File: src/rtl/clk_ctrl_pkg.sv
// Shared types and defaults for the SAP-1 master clock-enable sequencer.
// The state encoding is exported on state_o, so the values here are fixed.
package clk_ctrl_pkg;

    typedef enum logic [1:0] {
        ST_IDLE   = 2'd0,
        ST_RUN    = 2'd1,
        ST_STEP   = 2'd2,
        ST_HALTED = 2'd3
    } clk_state_e;

    localparam int DEFAULT_DIV_W           = 24;
    localparam int DEFAULT_DEBOUNCE_CYCLES = 16;

endpackage

File: src/rtl/button_debounce.sv
// Level debouncer for an already-synchronized push-button.
// dout follows din only after CYCLES consecutive samples that differ from
// the current dout; any sample equal to dout restarts the count.
module button_debounce #(
    parameter int CYCLES = 16
) (
    input  logic mclk,
    input  logic rst_n,
    input  logic din,
    output logic dout
);

    localparam int CNT_W = $clog2(CYCLES + 1);

    logic [CNT_W-1:0] cnt_q;

    // Count disagreeing samples; commit the new level on the CYCLES-th one.
    always_ff @(posedge mclk or negedge rst_n) begin
        if (!rst_n) begin
            cnt_q <= '0;
            dout  <= 1'b0;
        end else if (din == dout) begin
            cnt_q <= '0;
        end else if (cnt_q == CNT_W'(CYCLES - 1)) begin
            cnt_q <= '0;
            dout  <= din;
        end else begin
            cnt_q <= cnt_q + CNT_W'(1);
        end
    end

endmodule

File: src/rtl/clock_enable_ctrl.sv
// Master clock-enable sequencer: run (divided), single step, and halt.
// Optional debouncer on the step button: define CLOCK_ENABLE_DEBOUNCE_EN.
// mclk_en, state_o and halted are decoded from registers only, so reset
// drops them asynchronously and no input reaches them combinationally.
module clock_enable_ctrl
    import clk_ctrl_pkg::*;
#(
    parameter int DIV_W           = DEFAULT_DIV_W,
    parameter int DEBOUNCE_CYCLES = DEFAULT_DEBOUNCE_CYCLES
) (
    input  logic             mclk,
    input  logic             rst_n,
    input  logic             run_mode,
    input  logic             step_btn,
    input  logic             halt,
    input  logic             resume,
    input  logic [DIV_W-1:0] div_val,
    output logic             mclk_en,
    output logic [1:0]       state_o,
    output logic             halted
);

    logic             sync_q1;
    logic             sync_q2;
    logic             btn_level;
    logic             btn_prev_q;
    logic             step_evt;
    clk_state_e       state_q;
    clk_state_e       state_d;
    logic [DIV_W-1:0] cnt_q;
    logic [DIV_W-1:0] cnt_d;

    // Two-flop synchronizer for the asynchronous push-button.
    always_ff @(posedge mclk or negedge rst_n) begin
        if (!rst_n) begin
            sync_q1 <= 1'b0;
            sync_q2 <= 1'b0;
        end else begin
            sync_q1 <= step_btn;
            sync_q2 <= sync_q1;
        end
    end

`ifdef CLOCK_ENABLE_DEBOUNCE_EN
    button_debounce #(
        .CYCLES (DEBOUNCE_CYCLES)
    ) u_debounce (
        .mclk  (mclk),
        .rst_n (rst_n),
        .din   (sync_q2),
        .dout  (btn_level)
    );
`else
    // DEBOUNCE_CYCLES only matters when the debouncer is built.
    logic debounce_cycles_unused;
    assign debounce_cycles_unused = (DEBOUNCE_CYCLES > 0);
    assign btn_level = sync_q2;
`endif

    // Previous button level for rising-edge detection (one event per press).
    always_ff @(posedge mclk or negedge rst_n) begin
        if (!rst_n) begin
            btn_prev_q <= 1'b0;
        end else begin
            btn_prev_q <= btn_level;
        end
    end

    assign step_evt = btn_level & ~btn_prev_q;

    // State and divider registers.
    always_ff @(posedge mclk or negedge rst_n) begin
        if (!rst_n) begin
            state_q <= ST_IDLE;
            cnt_q   <= '0;
        end else begin
            state_q <= state_d;
            cnt_q   <= cnt_d;
        end
    end

    // Next-state and divider logic; halt overrides every state last.
    always_comb begin
        state_d = state_q;
        cnt_d   = cnt_q;
        case (state_q)
            ST_IDLE: begin
                // Run wins over a coincident step, which is dropped.
                if (run_mode) begin
                    state_d = ST_RUN;
                    cnt_d   = div_val;
                end else if (step_evt) begin
                    state_d = ST_STEP;
                end
            end
            ST_RUN: begin
                // A new div_val only lands at the next reload.
                cnt_d = (cnt_q == '0) ? div_val : cnt_q - DIV_W'(1);
                if (!run_mode) begin
                    state_d = ST_IDLE;
                end
            end
            ST_STEP: begin
                if (run_mode) begin
                    state_d = ST_RUN;
                    cnt_d   = div_val;
                end else begin
                    state_d = ST_IDLE;
                end
            end
            ST_HALTED: begin
                if (resume) begin
                    state_d = ST_IDLE;
                end
            end
            default: begin
                state_d = ST_IDLE;
            end
        endcase
        if (halt) begin
            state_d = ST_HALTED;
        end
    end

    assign mclk_en = (state_q == ST_STEP) || ((state_q == ST_RUN) && (cnt_q == '0));
    assign state_o = state_q;
    assign halted  = (state_q == ST_HALTED);

endmodule

File: config.mk
export PLATFORM = sky130hd
export DESIGN_NAME = clock_enable_ctrl
export DESIGN_NICKNAME = d
export VERILOG_FILES = /design/src/rtl/clk_ctrl_pkg.sv /design/src/rtl/button_debounce.sv /design/src/rtl/clock_enable_ctrl.sv
export SDC_FILE = /design/constraint.sdc
export NUM_CORES = 1
export LEC_CHECK = 0
export CAP_MARGIN = 0
export CORE_MARGIN = 4
export CORE_UTILIZATION = 57
export CTS_CLUSTER_DIAMETER = 30
export DETAILED_ROUTE_END_ITERATION = 8
export GPL_TIMING_DRIVEN = 1
export HOLD_SLACK_MARGIN = 0.08
export PLACE_DENSITY = 0.87
export SLEW_MARGIN = 20
export SYNTH_ARGS = -nofsm -noshare
export SYNTH_HDL_FRONTEND = slang
export SYNTH_SLANG_ARGS = --single-unit
File: constraint.sdc
create_clock -name mclk -period 5.9 [get_ports mclk]
set_clock_uncertainty 0.2 [all_clocks]
set_input_delay 1.18 -clock mclk [delete_from_list [all_inputs] [get_ports mclk]]
set_output_delay 1.18 -clock mclk [all_outputs]
set_load 0.05 [all_outputs]
== Yosys cells after proc, flatten, opt, wreduce, memory -nomap -nowiden ==
Cells that the tools add are included.

* Input bits: 30
* Output and inout port bits: 4
* Latch bits: 0
* Word-level logic and storage cells: 33
* Bits in writable memories: 0
* Memories kept: 0
* Bits in registers: 29
* Bits in read-only memories: 0

* Reduce and logical (&&, ||, !) cells: 8
* Multiply operators: 0
* Order comparisons: 0
* Shift operators: 0
* Divide/modulo/power cells: 0
* $add $sub $neg: 1
* Mux-type cells: 10
* Equality and inequality tests: 7
* Bitwise logic cells: 2

{| class="wikitable"
|+ Operators with widths
! operator !! number
|-
| $mux 24 || 2
|-
| $pmux 24 s2 || 1
|-
| $logic_not 24->1 || 1
|-
| $sub 24x1->24 const B || 1
|-
| $mux 2 || 5
|-
| $pmux 2 s4 || 1
|-
| $ne 3x3->1 const B || 2
|-
| $eq 2x2->1 const B || 2
|-
| $ne 4x4->1 const B || 1
|-
| $reduce_and 3->1 || 1
|-
| $eq 2x1->1 const B || 1
|-
| $logic_not 2->1 || 1
|-
| $ne 2x1->1 const B || 1
|-
| $reduce_and 2->1 || 1
|-
| $reduce_bool 2->1 || 1
|-
| $reduce_or 2->1 || 1
|-
| $and 1x1->1 || 1
|-
| $logic_and 1x1->1 || 1
|-
| $logic_or 1x1->1 || 1
|-
| $mux 1 || 1
|-
| $not 1->1 || 1
|}

== Depth between registers and ports, before layout ==
Gate-level depths: netlist of run 1.

* Depth after elaboration: 6
* Depth in mapped cells: 9
* Gate-level depth less buffers: 7

== Least setup slack after synthesis of run 1 ==
OpenSTA, ideal clock, no wires.

* Path type: register -> output
* From: register state_q[0], in the netlist state_o[0]
* To: output mclk_en
* Cell stages (with the launch flop): 3
* Slack: 2535 ps
* Data required time: 4520 ps
* Path buffers: 1
* Data arrival time: 1985 ps
* Cells stage by stage: dfrtp_1 clkbuf_1 o21ai_0

* Longest elaborated chain between the ends: 3
* Elaborated cells between the ends (all ways): 4
* Those cells by class: eq/ne (2); reduce/logical (2)

{| class="wikitable"
|+ Ends and longest elaborated chain
! what !! line !! source
|-
| start: declaration || clock_enable_ctrl.sv:28 || <nowiki>clk_state_e state_q;</nowiki>
|-
| start signal: assignment || clock_enable_ctrl.sv:77 || <nowiki>state_q <= state_d;</nowiki>
|-
| $eq 2x1->1 || clock_enable_ctrl.sv:125 || <nowiki>assign mclk_en = (state_q == ST_STEP) || ((state_q == ST_RUN) && (cnt_q == '0));</nowiki>
|-
| $logic_and 1x1->1 || clock_enable_ctrl.sv:125 ||
|-
| $logic_or 1x1->1 (*) || clock_enable_ctrl.sv:125 ||
|-
| end: declaration || clock_enable_ctrl.sv:18 || <nowiki>output logic mclk_en,</nowiki>
|}

Every way passes the cells marked *; elsewhere a longest branch is shown, timed or not.

== Worst setup path in the final report of run 1 ==
* From: register cnt_q[20]
* To: output mclk_en

* Longest elaborated chain between the ends: 3

{| class="wikitable"
|+ Ends and longest elaborated chain
! what !! line !! source
|-
| start: declaration || clock_enable_ctrl.sv:30 || <nowiki>logic [DIV_W-1:0] cnt_q;</nowiki>
|-
| start signal: assignment || clock_enable_ctrl.sv:78 || <nowiki>cnt_q <= cnt_d;</nowiki>
|-
| $logic_not 24->1 || clock_enable_ctrl.sv:125 ||
|-
| $logic_and 1x1->1 || clock_enable_ctrl.sv:125 ||
|-
| $logic_or 1x1->1 || clock_enable_ctrl.sv:125 ||
|}

No other way between the ends.

==> out/qor.yml, run 1 <==
max_cap_viol_count: 0
dp_slack_ns: 2.128
initial_core_util_pct: 61.16
fin_cells: 284
clock_tree.root_cell: "clkbuf_4"
post-cts-setup-buffers: 0
r2r-start: "cnt_q[20]"
crit_chain: "nor4_1 -> nand3_1 -> nor2_1 -> nand2_1 -> o21ai_0 -> clkdlybuf4s50_1"
synthTopCellsByArea: "dfrtp_1 38%, o21ai_0 5.5%, nor4_1 3.9%"
p_int_mw: 0.4299
cpMaxStageDelayCell: "clkdlybuf4s50_1"
core_area_sq_um: 3128
grt_pass1_vias: 1878
n_antenna_cell: 0
syn_avg_cell_area_sq_um: 9.067
cts_hold_buffers: 0
drc: 0
seqCellArea_sq_um: 725.7
fmax_mhz: 240.5
synth_nets: 243
clkLatencyLatePin_ns: 0.34
finalSetupViolations: 0
power.density_nw_per_um2: 309.4
layout_common_cells: "33 x clkdlybuf4s50_1, 29 x dfrtp_1, 20 x o21ai_0"
yosysSeqAreaShare_pct: 37.93
ys.flop_type: "dfrtp_1"
cp-end-kind: "output port"
cts_tree: "built"
finalMaxSlewViolations: 0
ff2ff_setup_slack_ns: 2.92
cts.sinks: 29
cts_max_path_buffers: 2
ant_nets: 0
synthCells: 211
via_per_inst: 6.655
max_slew.worst_pin.slew_ns: 0.9093
p_switching_mw: 0.2838
crit_type: "register to output port"
pwr-share-comb_pct: 31.3
area_delta_synth_final_pct: 20.60
multi_input_area_sq_um: 1074
critPathLaunch: "cnt_q[20]"
hp-class: "register to register"
netSwitchingFraction_pct: 39.77
startpoint_type: "register"
status: "complete, no violations"
firstDrtPassIters: 4
vias: 1890
grt_pass1_wl_um: 8549
dp.cells: 276
synth_top_area_cell: "dfrtp_1"
io_buffers: 33
drive_gt1_share_pct: 9.583
netlist_area_sq_um: 1913
crit_fanout: 6
clockPowerShare_pct: 19.7
final_common_cell: "clkdlybuf4s50_1"
grt_max_degree: 32
rr_worst_depth: 5
holdPathEnd: "btn_level"
die_y_um: 65.94
fin_tns_setup_ns: 0
ys_ff_latch: 29
hp-start: "sync_q1"
hold_viol_final: 0
slowest_delay_ns: 0.83
grt_antenna_before_repair: 0
io_pins: 34
relSlewSlack_pct: 39.38
hold-path-cell-count: 0
synth_top_area_share_pct: 37.93
fillCellCount: 242
synthArstFlopShare_pct: 100.0
place_congestion: 0.8926
htreeDepth: 2
ir_drop_uv: 242.7
cp.arrival_ns: 2.78
timing.rr.end: "cnt_q[12]"
synth_warnings: 0
setup_ws_ns: 1.743
period_needed_ns: 4.157
synth_edf_count: 0
dieArea_sq_um: 4347
cp_data_required_time_ns: 4.52
grt_setup_unrepaired: "false"
num_rows: 20
cts.clk_slew.worst_paths_ns: 0.09
dp_hpwl_um: 3529
nNetsFinal: 271
gr-usage-all-layers_pct: 25.92
gr-total-overflow: 0
fin_crit_sh_pct: 70.46
drt_iter0_drc: 238
yosysUniqueCellTypes: 54
sequentialPowerShare_pct: 48.9
numCtsBuffers: 5
cts_resized: 0
wirelength_um: 5073
fp.dieW_um: 65.94
wire_per_inst_um: 17.86
p_leak_nw: 0.9179
[logic make-up after synthesis]
kind of cell               share of synthesized area [%]
AOI/OAI and AO/OA                                  22.63
and+or+nand+nor                                    28.91
muxes                                              3.270
buffers and inverters                              5.951
adders and majority gates                          1.308
DFF                                                37.93
[final cells by class]
class	instances	area share [%]
Tap cell	44	2.386
Multi-Input combinational cell	159	46.53
Clock inverter	1	0.2169
Timing Repair Buffer	36	15.29
Sequential cell	29	31.45
Inverter	8	1.302
Clock buffer	7	2.820
[state kept, by name, summed over array words and instances, names as in the netlist]
| name | flops |
|---|---|
| state_o | 2 |
| btn_prev_q | 1 |
| sync_q1 | 1 |
| cnt_q | 24 |
| btn_level | 1 |
[critical path, delay by kind of cell (launching register included)]
kind / cells / cell delay, ns
simple gates: 4 / 1.08
flops: 1 / 0.43
compound gates: 1 / 0.08
buf+inv: 1 / 0.83
[stage by stage]
stage / area, sq um / hold slack (ns) / utilization, % / power [mW]
final: 2307 / 0.1647 / 73.76 / 0.7137
after floorplan: 1913 / 0.1312 / - / 0.5015
after global routing: 2307 / 0.1827 / 73.76 / 0.7571
after detailed placement: 2237 / 0.1435 / 71.52 / 0.5698
after global placement: 2237 / 0.1407 / 71.52 / 0.5502
after CTS: 2307 / 0.1680 / 73.76 / 0.7130
[metal layers]
| metal | share of wire (%) | track usage (%) | vias up |
|---|---|---|---|
| met1 | 41 | 33.26 | 907 |
| li1 | - | - | 870 |
| met5 | 0 | 0 | - |
| met2 | 48 | 39.80 | 99 |
| met4 | 2.3 | 14.97 | 0 |
| met3 | 8.6 | 5.952 | 14 |
[worst max-delay path by stage]
stage / to
after floorplan: mclk_en
after global placement: mclk_en
after detailed placement: mclk_en
after CTS: mclk_en
after global routing: mclk_en
final: mclk_en
[power by group through the flow]
| stage | sequential, mW | combinational [mW] | clock [mW] |
|---|---|---|---|
| final | 0.349 | 0.224 | 0.141 |
| after global routing | 0.359 | 0.249 | 0.149 |
| after CTS | 0.344 | 0.224 | 0.144 |
| after detailed placement | 0.348 | 0.222 | 0 |
| after global placement | 0.340 | 0.210 | 0 |
| after floorplan | 0.318 | 0.183 | 0 |
[cell usage after synthesis (all sizes together), types with 2 or more instances]
| cell type | instances |
|---|---|
| a211o | 6 |
| a21boi | 2 |
| a21oi | 9 |
| a221o | 4 |
| a22oi | 4 |
| and3 | 7 |
| buf | 7 |
| clkbuf | 8 |
| dfrtp | 29 |
| ha | 2 |
| inv | 8 |
| mux2 | 2 |
| mux2i | 4 |
| nand2 | 14 |
| nand3 | 12 |
| nand4 | 4 |
| nor2 | 12 |
| nor3 | 6 |
| nor3b | 3 |
| nor4 | 14 |
| nor4b | 2 |
| o211ai | 2 |
| o21a | 2 |
| o21ai | 22 |
| o2bb2a | 2 |
| o41ai | 2 |
| or3 | 2 |
| or3b | 2 |
| or4 | 6 |
No activity file was read; power rests on OpenSTA's default activity.
==> run 2, diff against run 1 <==
--- a/config.mk
+++ b/config.mk
@@ -7,12 +7,12 @@
 export LEC_CHECK = 0
 export CAP_MARGIN = 0
 export CORE_MARGIN = 4
-export CORE_UTILIZATION = 57
+export CORE_UTILIZATION = 47
 export CTS_CLUSTER_DIAMETER = 30
 export DETAILED_ROUTE_END_ITERATION = 8
 export GPL_TIMING_DRIVEN = 1
 export HOLD_SLACK_MARGIN = 0.08
-export PLACE_DENSITY = 0.87
+export PLACE_DENSITY = 0.77
 export SLEW_MARGIN = 20
 export SYNTH_ARGS = -nofsm -noshare
 export SYNTH_HDL_FRONTEND = slang
==> constraint.sdc (replaced) <==
create_clock -name mclk -period 3.33 [get_ports mclk]
set_clock_uncertainty 0.2 [all_clocks]
set_input_delay 0.666 -clock mclk [delete_from_list [all_inputs] [get_ports mclk]]
set_output_delay 0.666 -clock mclk [all_outputs]
set_load 0.05 [all_outputs]
==> run 2 against run 1 <==
Against the previous run: clock power grew to 2.7 times the previous value; via count shrank 3.1%; routed wire length shrank 3.1%.
==> out/qor.yml, run 2 (synthesized netlist as in run 1, its figures left out) <==
cts_resized: 0
clkLatencyLatePin_ns: 0.29
layout_common_cells: "32 x clkdlybuf4s50_1, 29 x dfrtp_1, 20 x o21ai_0"
cts.clk_slew.worst_paths_ns: 0.06
finalSetupViolations: 0
status: "complete, no violations"
ant_nets: 0
startpoint_type: "register"
holdPathEnd: "btn_level"
finalMaxSlewViolations: 0
die_y_um: 71.80
regMostFlops: "cnt_q"
max_slew.worst_pin.slew_ns: 0.5800
crit_type: "register to output port"
io_buffers: 33
fmax_mhz: 347.4
hp-start: "sync_q1"
crit_fanout: 4
rr_worst_depth: 6
largest_register_ffs: 24
initial_core_util_pct: 50.36
htreeDepth: 2
dp_hpwl_um: 3504
wirelength_um: 4918
post-cts-setup-buffers: 0
ff2ff_setup_slack_ns: 0.77
grt_antenna_before_repair: 0
final_common_cell: "clkdlybuf4s50_1"
setup_ws_ns: 0.4518
timing.rr.end: "cnt_q[16]"
drc: 0
relSlewSlack_pct: 60.98
hp-class: "register to register"
cp.arrival_ns: 2.01
gr-total-overflow: 0
r2r-start: "cnt_q[14]"
cts.sinks: 29
hold_viol_final: 0
grt_max_degree: 30
num_rows: 22
fp.dieW_um: 71.80
cts_hold_buffers: 0
wire_per_inst_um: 16.67
fillCellCount: 346
max_cap_viol_count: 0
ir_drop_uv: 371.4
io_pins: 34
hold_ws_ns: 0.1530
cts_tree: "built"
grt_setup_unrepaired: "false"
nNetsFinal: 278
area_delta_synth_final_pct: 26.10
grt_pass1_vias: 1690
clock_tree.root_cell: "clkbuf_8"
hold-path-cell-count: 0
cp_data_required_time_ns: 2.46
period_needed_ns: 2.878
cts_max_path_buffers: 2
power_mw: 1.404
vias: 1832
firstDrtPassIters: 4
core_area_sq_um: 3799
fin_area_sq_um: 2412
via_per_inst: 6.210
drive_gt1_share_pct: 12.55
fin_tns_setup_ns: 0
p_leak_nw: 0.9691
numCtsBuffers: 5
cp-end-kind: "output port"
place_area_sq_um: 2292
gr-usage-all-layers_pct: 20.26
grt_pass1_wl_um: 8204
dieArea_sq_um: 5155
dp_slack_ns: 0.7107
place_congestion: 0.8975
fin_crit_sh_pct: 86.43
n_antenna_cell: 0
drt_iter0_drc: 167
power.density_nw_per_um2: 582.2
run 2: layout make-up:
type | instances | area (sq um) | area share (%)
timing repair buffer | 43 | 402.9 | 16.70
multi-input combinational | 159 | 1074 | 44.50
clock inverter | 2 | 37.54 | 1.556
inverter | 8 | 30.03 | 1.245
sequential | 29 | 725.7 | 30.08
clock buffer | 6 | 82.58 | 3.423
tap | 48 | 60.06 | 2.490
run 2: per-stage QoR:
stage / utilization (%) / std cells
3_5_place_dp: 60.34 / 287
4_1_cts: 63.50 / 295
2_1_floorplan: - / 211
3_3_place_gp: 60.34 / 287
5_1_grt: 63.50 / 295
6_report: 63.50 / 295
run 2: how the worst max path moves through the flow:
stage / depth (start not counted) / slack (ns) / startpoint / to
floorplan: 2 / 0.48 / state_o[0] / mclk_en
global placement: 6 / 0.74 / run_mode / cnt_q[17]
detailed placement: 6 / 0.71 / run_mode / cnt_q[17]
CTS: 8 / 0.45 / cnt_q[0] / mclk_en
global route: 6 / 0.17 / cnt_q[20] / mclk_en
finish: 8 / 0.45 / cnt_q[0] / mclk_en
run 2: worst max-delay path, stage by stage (launching register included):
cell     delay [ns]
dfrtp_1        0.40
inv_1          0.13
ha_1           0.15
nor3b_1        0.29
nand3_1        0.20
nor2_1         0.19
nand2_1        0.06
o21ai_0        0.07
buf_4          0.22
run 2: power by group:
part	internal, mW	switching, mW	leakage (nW)
clock network	0.243	0.144	0.0574
registers	0.454	0.155	0.332
logic	0.197	0.212	0.580
run 2: layer usage:
metal / track usage [%] / part of all wire (%) / vias to the layer above
met3: 5.330 / 8.4 / 12
met4: 7.516 / 2.0 / 0
met5: 0 / 0 / -
met2: 29.18 / 44 / 67
met1: 28.98 / 45 / 867
li1: - / - / 886
